===== src/rtl/temp_logger_pkg.sv =====
// Shared types and constants for the temperature logger datapath.
// Combinational helpers only; no latency and no flow control.
package temp_logger_pkg;

  localparam int SEQ_W  = 8;
  localparam int ERR_W  = 8;
  localparam int CLK_HZ = 10_000_000;

  typedef logic [2:0] state_t;

  localparam state_t IDLE      = 3'd0;
  localparam state_t WAIT_TICK = 3'd1;
  localparam state_t START     = 3'd2;
  localparam state_t WAIT_SPI  = 3'd3;
  localparam state_t PUSH      = 3'd4;

  // Timeout and overrun can land in the same cycle, so up to two errors per cycle.
  function automatic logic [ERR_W-1:0] sat_add(input logic [ERR_W-1:0] v, input logic [1:0] n);
    logic [ERR_W:0] s;
    s = {1'b0, v} + {{(ERR_W-1){1'b0}}, n};
    return s[ERR_W] ? {ERR_W{1'b1}} : s[ERR_W-1:0];
  endfunction

endpackage


===== src/rtl/period_tick_gen.sv =====
// Sample period timer: one-cycle tick on the last count of each PERIOD_CYC window while enabled.
// Tick is combinational from the counter; counter is held at 0 while disabled; no backpressure.
module period_tick_gen #(
  parameter int PERIOD_CYC = 10_000_000
) (
  input  logic clk,
  input  logic rst,
  input  logic enable,
  output logic tick
);

  localparam int CNT_W = (PERIOD_CYC > 1) ? $clog2(PERIOD_CYC) : 1;
  localparam logic [CNT_W-1:0] LAST = CNT_W'(PERIOD_CYC - 1);

  logic [CNT_W-1:0] cnt;

  always_ff @(posedge clk) begin
    if (rst || !enable) begin
      cnt <= '0;
    end else if (cnt == LAST) begin
      cnt <= '0;
    end else begin
      cnt <= cnt + CNT_W'(1);
    end
  end

  assign tick = enable && (cnt == LAST);

endmodule


===== src/rtl/temp_sample_sequencer.sv =====
// Tick -> SPI read (with timeout) -> tx valid/ready push; `SAMPLE_AVG_EN pushes the mean of every 4 reads.
// spi_start 1 cycle after tick, tx_valid 1 cycle after spi_done; tx held until tx_ready, ticks meanwhile are overruns.
module temp_sample_sequencer
  import temp_logger_pkg::*;
#(
  parameter int PERIOD_CYC      = 10_000_000,
  parameter int SPI_TIMEOUT_CYC = 4096,
  parameter int DATA_W          = 16
) (
  input  logic              clk,
  input  logic              rst,
  input  logic              enable,
  output logic              spi_start,
  input  logic              spi_busy,
  input  logic              spi_done,
  input  logic [DATA_W-1:0] spi_rdata,
  output logic              tx_valid,
  input  logic              tx_ready,
  output logic [DATA_W-1:0] tx_data,
  output logic [SEQ_W-1:0]  tx_seq,
  output logic [1:0]        status_leds,
  output logic [ERR_W-1:0]  err_count
);

  localparam int TO_W = (SPI_TIMEOUT_CYC > 1) ? $clog2(SPI_TIMEOUT_CYC) : 1;
  localparam logic [TO_W-1:0] TO_LAST = TO_W'(SPI_TIMEOUT_CYC - 1);

  state_t            state, state_nxt;
  logic              tick;
  logic [TO_W-1:0]   wait_cnt;
  logic              spi_hit, timeout, overrun, xfer, push_now;
  logic [DATA_W-1:0] push_data;
  logic              heartbeat, err_flag;

  period_tick_gen #(
    .PERIOD_CYC (PERIOD_CYC)
  ) u_tick (
    .clk    (clk),
    .rst    (rst),
    .enable (enable),
    .tick   (tick)
  );

  assign spi_hit = (state == WAIT_SPI) && spi_done;
  // A done on the final timeout cycle still counts as a good read.
  assign timeout = (state == WAIT_SPI) && !spi_done && (wait_cnt == TO_LAST);
  assign overrun = tick && (state inside {START, WAIT_SPI, PUSH});
  assign xfer    = (state == PUSH) && tx_ready;

`ifdef SAMPLE_AVG_EN
  logic [DATA_W+1:0] acc, acc_sum;
  logic [1:0]        rd_cnt;

  assign acc_sum   = acc + {2'b00, spi_rdata};
  assign push_now  = spi_hit && (rd_cnt == 2'd3);
  assign push_data = acc_sum[DATA_W+1:2];

  always_ff @(posedge clk) begin
    if (rst || timeout) begin
      acc    <= '0;
      rd_cnt <= '0;
    end else if (spi_hit) begin
      if (rd_cnt == 2'd3) begin
        acc    <= '0;
        rd_cnt <= '0;
      end else begin
        acc    <= acc_sum;
        rd_cnt <= rd_cnt + 2'd1;
      end
    end
  end
`else
  assign push_now  = spi_hit;
  assign push_data = spi_rdata;
`endif

  always_ff @(posedge clk) begin
    if (rst) begin
      state <= IDLE;
    end else begin
      state <= state_nxt;
    end
  end

  always_comb begin
    state_nxt = state;
    case (state)
      IDLE:      if (enable) state_nxt = WAIT_TICK;
      WAIT_TICK: begin
        if (!enable)   state_nxt = IDLE;
        else if (tick) state_nxt = START;
      end
      START:     if (!spi_busy) state_nxt = WAIT_SPI;
      WAIT_SPI: begin
        if (push_now)                state_nxt = PUSH;
        else if (spi_hit || timeout) state_nxt = WAIT_TICK;
      end
      PUSH:      if (tx_ready) state_nxt = enable ? WAIT_TICK : IDLE;
      default:   state_nxt = IDLE;
    endcase
  end

  always_comb begin
    spi_start = (state == START) && !spi_busy;
    tx_valid  = (state == PUSH);
  end

  always_ff @(posedge clk) begin
    if (rst) begin
      wait_cnt  <= '0;
      tx_data   <= '0;
      tx_seq    <= '0;
      heartbeat <= 1'b0;
      err_flag  <= 1'b0;
      err_count <= '0;
    end else begin
      wait_cnt <= (state == WAIT_SPI) ? wait_cnt + TO_W'(1) : '0;
      if (push_now) begin
        tx_data <= push_data;
      end
      if (xfer) begin
        tx_seq    <= tx_seq + SEQ_W'(1);
        heartbeat <= ~heartbeat;
      end
      if (timeout || overrun) begin
        err_flag  <= 1'b1;
        err_count <= sat_add(err_count, {1'b0, timeout} + {1'b0, overrun});
      end
    end
  end

  assign status_leds = {err_flag, heartbeat};

endmodule


===== config.mk =====
export PLATFORM = sky130hd
export DESIGN_NAME = temp_sample_sequencer
export DESIGN_NICKNAME = d
export VERILOG_FILES = /design/src/rtl/temp_logger_pkg.sv /design/src/rtl/period_tick_gen.sv /design/src/rtl/temp_sample_sequencer.sv
export SDC_FILE = /design/constraint.sdc
export NUM_CORES = 1
export LEC_CHECK = 0
export ABC_AREA = 1
export BUFFER_PORTS_ARGS = -buffer_cell sky130_fd_sc_hd__buf_2
export CAP_MARGIN = 25
export CORE_MARGIN = 2
export CORE_UTILIZATION = 57
export DETAILED_ROUTE_END_ITERATION = 12
export GPL_ROUTABILITY_DRIVEN = 0
export MAX_ROUTING_LAYER = met4
export PLACE_DENSITY = 0.8
export SKIP_CTS_REPAIR_TIMING = 1
export SYNTH_ARGS = -nofsm -noshare
export SYNTH_HDL_FRONTEND = slang
export SYNTH_SLANG_ARGS = --single-unit

===== constraint.sdc =====
create_clock -name clk -period 2.9 [get_ports clk]
set_clock_uncertainty 0.05 [all_clocks]
set_input_delay 0.29 -clock clk [delete_from_list [all_inputs] [get_ports clk]]
set_output_delay 0.29 -clock clk [all_outputs]
set_load 0.005 [all_outputs]

==> impl_results.md, run 1 <==
* Avg Inst Size Synth at 7.05 um^2
* First DRT Iteration DRCs at 252
* Routed wire length at 8550 um
* Most frequent cells in the layout: nand2_1, dfxtp_1, nor2_1
* Row Count at 29
* Synth cell types at 38
* Slew HR at 0.655
* Worst Setup Slack, final at 0.203 ns
* Least-Margin Pin Slew at 0.517 ns
* Final net count at 622
* Inserted Clock Buffers at 9
* Final min period at 2.70 ns
* Period utilization at 0.930
* XOR/XNOR Fraction of Synth Area at 0.0163
* Initial antenna violation count at 0
* Core ar. at 6350 um^2
* Gr ovfl total at 0
* Die area at 7250 um^2
* Worst vdd ir at 0.000389 V
* CTS Buffer Depth at 2
* Die width at 85.2 um
* Vias post-DR at 3642
* CP peak stage delay at 0.42 ns
* Initial Utilization at 0.592
* CTS tree: done
* Cell taking the most area after synthesis: dfxtp_1
* Syn Inst Count at 533
* Ant diodes at 0
* Post-Synth Adder-Cell Area at 0.0187
* Fin Setup TNS at 0 ns
* CP delay by family, top: simple AND/OR/NAND/NOR gates
* Routed Antenna Nets at 0
* Synth area leaders: dfxtp_1, nand2_1, nand3_1, a21oi_1, nor2_1
* RSZ-0062 raised after global routing: false
* Mux cell area share after synthesis at 0
* Final Hold Vio Count at 0
* CTS H-tree depth at 3
* Vias per Instance at 5.38
* Max_cap viols at 0
* Slew Limit Fails at 0
* Reg2reg setup slack at 0.20 ns
* Clock sinks at 73
* Most common cell after layout, fill and taps aside: nand2_1
* DP Cell Count at 659
* DRT Pass-1 Iters at 5
* Seq. cell area at 1470 um^2
* Finished Layout Cells at 677
* Worst-path cell chain: ha_1, nand2_1, nor2_4, nand2_2, nor2_4, nand3_2, fa_1, inv_2, ha_2, nand2_2, nor3_4, nand3_2, nand3_1, nand2_1, a21oi_1
* Maximum number of pins on one net before global-route repair at 27
* Max Fanout on Critical Path at 7
* Tot GR Track Use at 0.246
* Fillers at 533
* Slowest-stage cell, CP: fa_1
* Io pins at 58
* Net Count, Synth at 560
* Kind of end point of the critical path: flop
* WL per Instance at 12.6 um
* Area Growth Syn to Fin at 15.3%
* Worst-path clk slew at 0.09 ns
* Post-Place Worst Slack at 0.0642 ns
* Max Fclk at 371 MHz
* Worst-Skew Late Latency at 0.35 ns
* CP startpoint kind: flop
* Footprint of the multi-input gates at 2040 um^2
* IO Port Bufs at 57
* Layout cells sized above 1 at 0.220
* Post-DP HPWL at 6220 um
* Run status: finished, final reports clean
* Leakage power at 0.00170 uW
* Synthesis Warnings at 0
* Die H at 85.2 um
* DRC viols at 0
* Critical Path RT at 3.13 ns
* HP Class: in -> reg
* Buf/Inv on CP at 1
* Compound-Gate Fraction of Synth Area at 0.104
* Seq/Total Area, Yosys at 0.389
* WS Path Type: reg -> reg
* Root buf cell: clkbuf_8
* Largest family of logic cells by synthesized area: simple AND/OR/NAND/NOR gates
* First-pass GRT wire length at 14200 um
* Cell area after synthesis at 3760 um^2
* Post-synth top area share at 0.389
* Count of final setup violators at 0
* Pwr/cell area at 470 nW/um^2
* Simple-gate area share of the yosys netlist at 0.393
* #FFs+latches synth at 73
* Worst Path Arrival at 2.93 ns
* Vias in the first global route at 3224
==> area by class of cell <==
type | count | area share
tap | 77 | 0.0223
clock inverter | 7 | 0.0139
clock buffer | 9 | 0.0286
timing repair buffer | 64 | 0.0780
sequential | 73 | 0.338
inverter | 56 | 0.0486
multi-input combinational | 391 | 0.470
==> stage by stage <==
step	utilization	hold WS [ns]	cell area (um^2)	total power (uW)
2_1_floorplan	-	0.368	3760	1250
3_3_place_gp	0.644	0.378	4090	1310
3_5_place_dp	0.644	0.392	4090	1310
4_1_cts	0.673	0.139	4270	2050
5_1_grt	0.682	0.152	4330	2130
6_report	0.682	0.142	4330	2040
==> worst register-to-register path, stage by stage (launching register included) <==
cell and delay [ns]:
dfxtp_1 0.34, ha_1 0.16, nand2_1 0.10, nor2_4 0.14, nand2_2 0.09, nor2_4 0.14
nand3_2 0.09, fa_1 0.42, inv_2 0.08, ha_2 0.20, nand2_2 0.09, nor3_4 0.24
nand3_2 0.18, nand3_1 0.12, nand2_1 0.06, a21oi_1 0.12
==> per-layer routing <==
| metal | wire [um] | vias up | share of wire | GRT usage |
|---|---|---|---|---|
| met2 | 3970 | 104 | 0.46 | 0.376 |
| met1 | 4020 | 1657 | 0.47 | 0.329 |
| li1 | - | 1863 | - | - |
| met4 | 170 | 0 | 0.020 | 0.0952 |
| met5 | 0 | - | 0 | - |
| met3 | 384 | 18 | 0.045 | 0.0379 |
==> cell usage after synthesis (all sizes together) <==
master	n
and3	2
o221ai	1
nand3b	5
or2	5
buf	8
nor3	14
a21oi	53
fa	1
nand2	129
o21ai	16
dfxtp	73
nor3b	5
o21a	2
xor2	4
nor2	75
o211a	1
o31ai	1
xnor2	3
clkbuf	5
ha	4
inv	56
nand3	59
nand4	11
==> worst paths after layout <==
path / startpoint / endpoint / cells past startpoint
worst max-delay path: wait_cnt[1]$_SDFF_PP0_ / err_count[4]$_SDFFE_PP0P_ / 15
worst max register to register: wait_cnt[1]$_SDFF_PP0_ / err_count[4]$_SDFFE_PP0P_ / 15
worst min register to register: wait_cnt[0]$_SDFF_PP0_ / wait_cnt[0]$_SDFF_PP0_ / 1
worst min-delay path: spi_rdata[10] / tx_data[10]$_SDFFE_PP0P_ / 3
==> flip-flops by register name, summed over array words and instances, names as in the netlist <==
signal	count
err_flag	1
state	3
err_count	8
wait_cnt	12
heartbeat	1
u_tick.cnt	24
tx_data	16
tx_seq	8
==> report_power, final <==
group / internal (uW) / total, uW / switching, uW
sequential: 1030 / 1060 / 29.7
combinational: 84.2 / 230 / 146
clock: 323 / 745 / 422
total: 1440 / 2040 / 597
==> cell families (layout without fill, tap and decap cells) <==
logic type,after synthesis,after routing
simple gates,305,305
compound gates,74,74
flops,73,73
buf+inv,69,136
xor+xnor,7,7
fa+ha+maj,5,5
Power figures use the tool's default switching activity.
==> run 2, diff against run 1 <==
- CELL_PAD_IN_SITES_DETAIL_PLACEMENT: default -> 0
- CELL_PAD_IN_SITES_GLOBAL_PLACEMENT: default -> 1
- CORE_UTILIZATION: 57 -> 41
- PLACE_DENSITY: 0.8 -> default
- PLACE_DENSITY_LB_ADDON: default -> 0.1
==> run 2 against run 1 <==
Against the previous run:
- wire length is 5.5% higher
- via count down 2.0%
- largest cell class unchanged
- critical path type unchanged
- critical endpoint unchanged
- sequential power is essentially flat
==> impl_results.md, run 2 (synthesis results as in run 1) <==
* Max reg flops at 24
* Critical Path RT at 3.14 ns
* Most frequent cells in the layout: nand2_1, dfxtp_1, nor2_1
* Period utilization at 0.915
* Share of power burned in registers at 0.525
* Most common cell after layout, fill and taps aside: nand2_1
* Die H at 99.7 um
* Maximum number of pins on one net before global-route repair at 27
* Max_cap viols at 0
* Gr ovfl total at 0
* Worst-Skew Late Latency at 0.35 ns
* Slew HR at 0.645
* IO Port Bufs at 57
* Inserted Clock Buffers at 9
* WL per Instance at 12.6 um
* M1 wire length at 4440 um
* Final Hold Vio Count at 0
* Kind of end point of the critical path: flop
* Initial antenna violation count at 0
* Vias post-DR at 3570
* Leakage power at 0.00174 uW
* Sw frac at 0.291
* Share of total power in the clock network at 0.359
* Hold_ws at 0.150 ns
* Count of final setup violators at 0
* DRC viols at 0
* Pwr/cell area at 459 nW/um^2
* Io pins at 58
* Biggest register: u_tick.cnt
* Post-DP HPWL at 6800 um
* CTS H-tree depth at 3
* CTS Buffer Depth at 2
* Switching power at 587 uW
* DP Cell Count at 699
* Max Used Layer: met4
* DRT Pass-1 Iters at 5
* Routed wire length at 9010 um
* Die area at 9940 um^2
* Worst r2r src: u_tick.cnt[1]$_SDFF_PP0_
* CP startpoint kind: flop
* Finished Layout Cells at 715
* Layout cells sized above 1 at 0.222
* Final min period at 2.65 ns
* Core ar. at 8810 um^2
* CTS tree: done
* Routed met3 length at 360 um
* Vias per Instance at 4.99
* Met2 Wirelength at 4060 um
* Row Count at 34
* Int Power at 1430 uW
* Run status: finished, final reports clean
* Least-Margin Pin Slew at 0.532 ns
* Final net count at 629
* WS Path Type: reg -> reg
* Initial Utilization at 0.427
* Hold path start: spi_rdata[7]
* Root buf cell: clkbuf_8
* RSZ-0062 raised after global routing: false
* Clock sinks at 73
* Comb pwr share at 0.116
* Die width at 99.7 um
* Final Power at 2020 uW
* Hold Path Depth at 3
* Largest regs: u_tick.cnt (24), tx_data (16), wait_cnt (12)
* Max Fclk at 377 MHz
* Fin Setup TNS at 0 ns
* Max Fanout on Critical Path at 4
* Vias in the first global route at 3249
* R2R depth at 16
* Worst reg2reg path endpoint: err_count[4]$_SDFFE_PP0P_
* Min-Delay Endpoint: tx_data[7]$_SDFFE_PP0P_
* Reg2reg setup slack at 0.25 ns
* Routed Antenna Nets at 0
* Worst vdd ir at 0.000250 V
* Ant diodes at 0
* First-pass GRT wire length at 15100 um
* First DRT Iteration DRCs at 127
* HP Class: in -> reg
* Slew Limit Fails at 0
* Worst-path clk slew at 0.08 ns
* Worst Path Arrival at 2.89 ns
* Tot GR Track Use at 0.194
* Area Growth Syn to Fin at 17.2%
[run 2: worst max-delay path, stage by stage, from the launching register on]
cell and delay (ns):
dfxtp_2 0.35, ha_2 0.21, nand2_2 0.11, nor2_8 0.10, nand3_1 0.08, nor2_1 0.13, nand3_2 0.11, fa_1 0.42
inv_2 0.09, ha_2 0.18, nand2_1 0.10, nor2_1 0.10, inv_1 0.05, or2_2 0.26, nand3_1 0.08, nand2_1 0.05
a21oi_1 0.11
[run 2: final cells by class]
type	count	area (um^2)
multi-input combinational	391	2030
sequential	73	1460
inverter	56	210
clock inverter	6	43.8
timing repair buffer	71	390
fill	925	4400
clock buffer	10	128
tap	108	135
[run 2: power by group through the flow]
| stage | clock network (uW) | registers [uW] | logic [uW] |
|---|---|---|---|
| global placement | 0 | 1080 | 234 |
| CTS | 756 | 1060 | 236 |
| finish | 725 | 1060 | 233 |
| detailed placement | 0 | 1080 | 235 |
| global route | 803 | 1070 | 265 |
| floorplan | 0 | 1080 | 167 |
[run 2: how the worst max path moves through the flow]
stage                                   startpoint                        end  slack (ns)  cells after the start
after floorplan             wait_cnt[0]$_SDFF_PP0_  err_count[7]$_SDFFE_PP0P_        0.26                     16
after global placement    u_tick.cnt[1]$_SDFF_PP0_  err_count[7]$_SDFFE_PP0P_        0.14                     15
after detailed placement  u_tick.cnt[1]$_SDFF_PP0_  err_count[7]$_SDFFE_PP0P_        0.04                     15
after CTS                 u_tick.cnt[1]$_SDFF_PP0_  err_count[7]$_SDFFE_PP0P_        0.01                     15
after global routing      u_tick.cnt[1]$_SDFF_PP0_  err_count[4]$_SDFFE_PP0P_        0.04                     16
final                     u_tick.cnt[1]$_SDFF_PP0_  err_count[4]$_SDFFE_PP0P_        0.25                     16
[run 2: layer usage]
layer  GRT usage  vias to the layer above
met5           -                        -
met3      0.0358                       13
met1       0.266                     1620
li1            -                     1873
met2       0.287                       64
met4      0.0706                        0
[run 2: per-stage QoR]
| stage | setup WS [ns] | instance area, um^2 | util |
|---|---|---|---|
| after global placement | 0.136 | 4200 | 0.477 |
| after global routing | 0.0441 | 4400 | 0.500 |
| final | 0.247 | 4400 | 0.500 |
| after floorplan | 0.258 | 3760 | - |
| after CTS | 0.0134 | 4370 | 0.496 |
| after detailed placement | 0.0413 | 4200 | 0.477 |
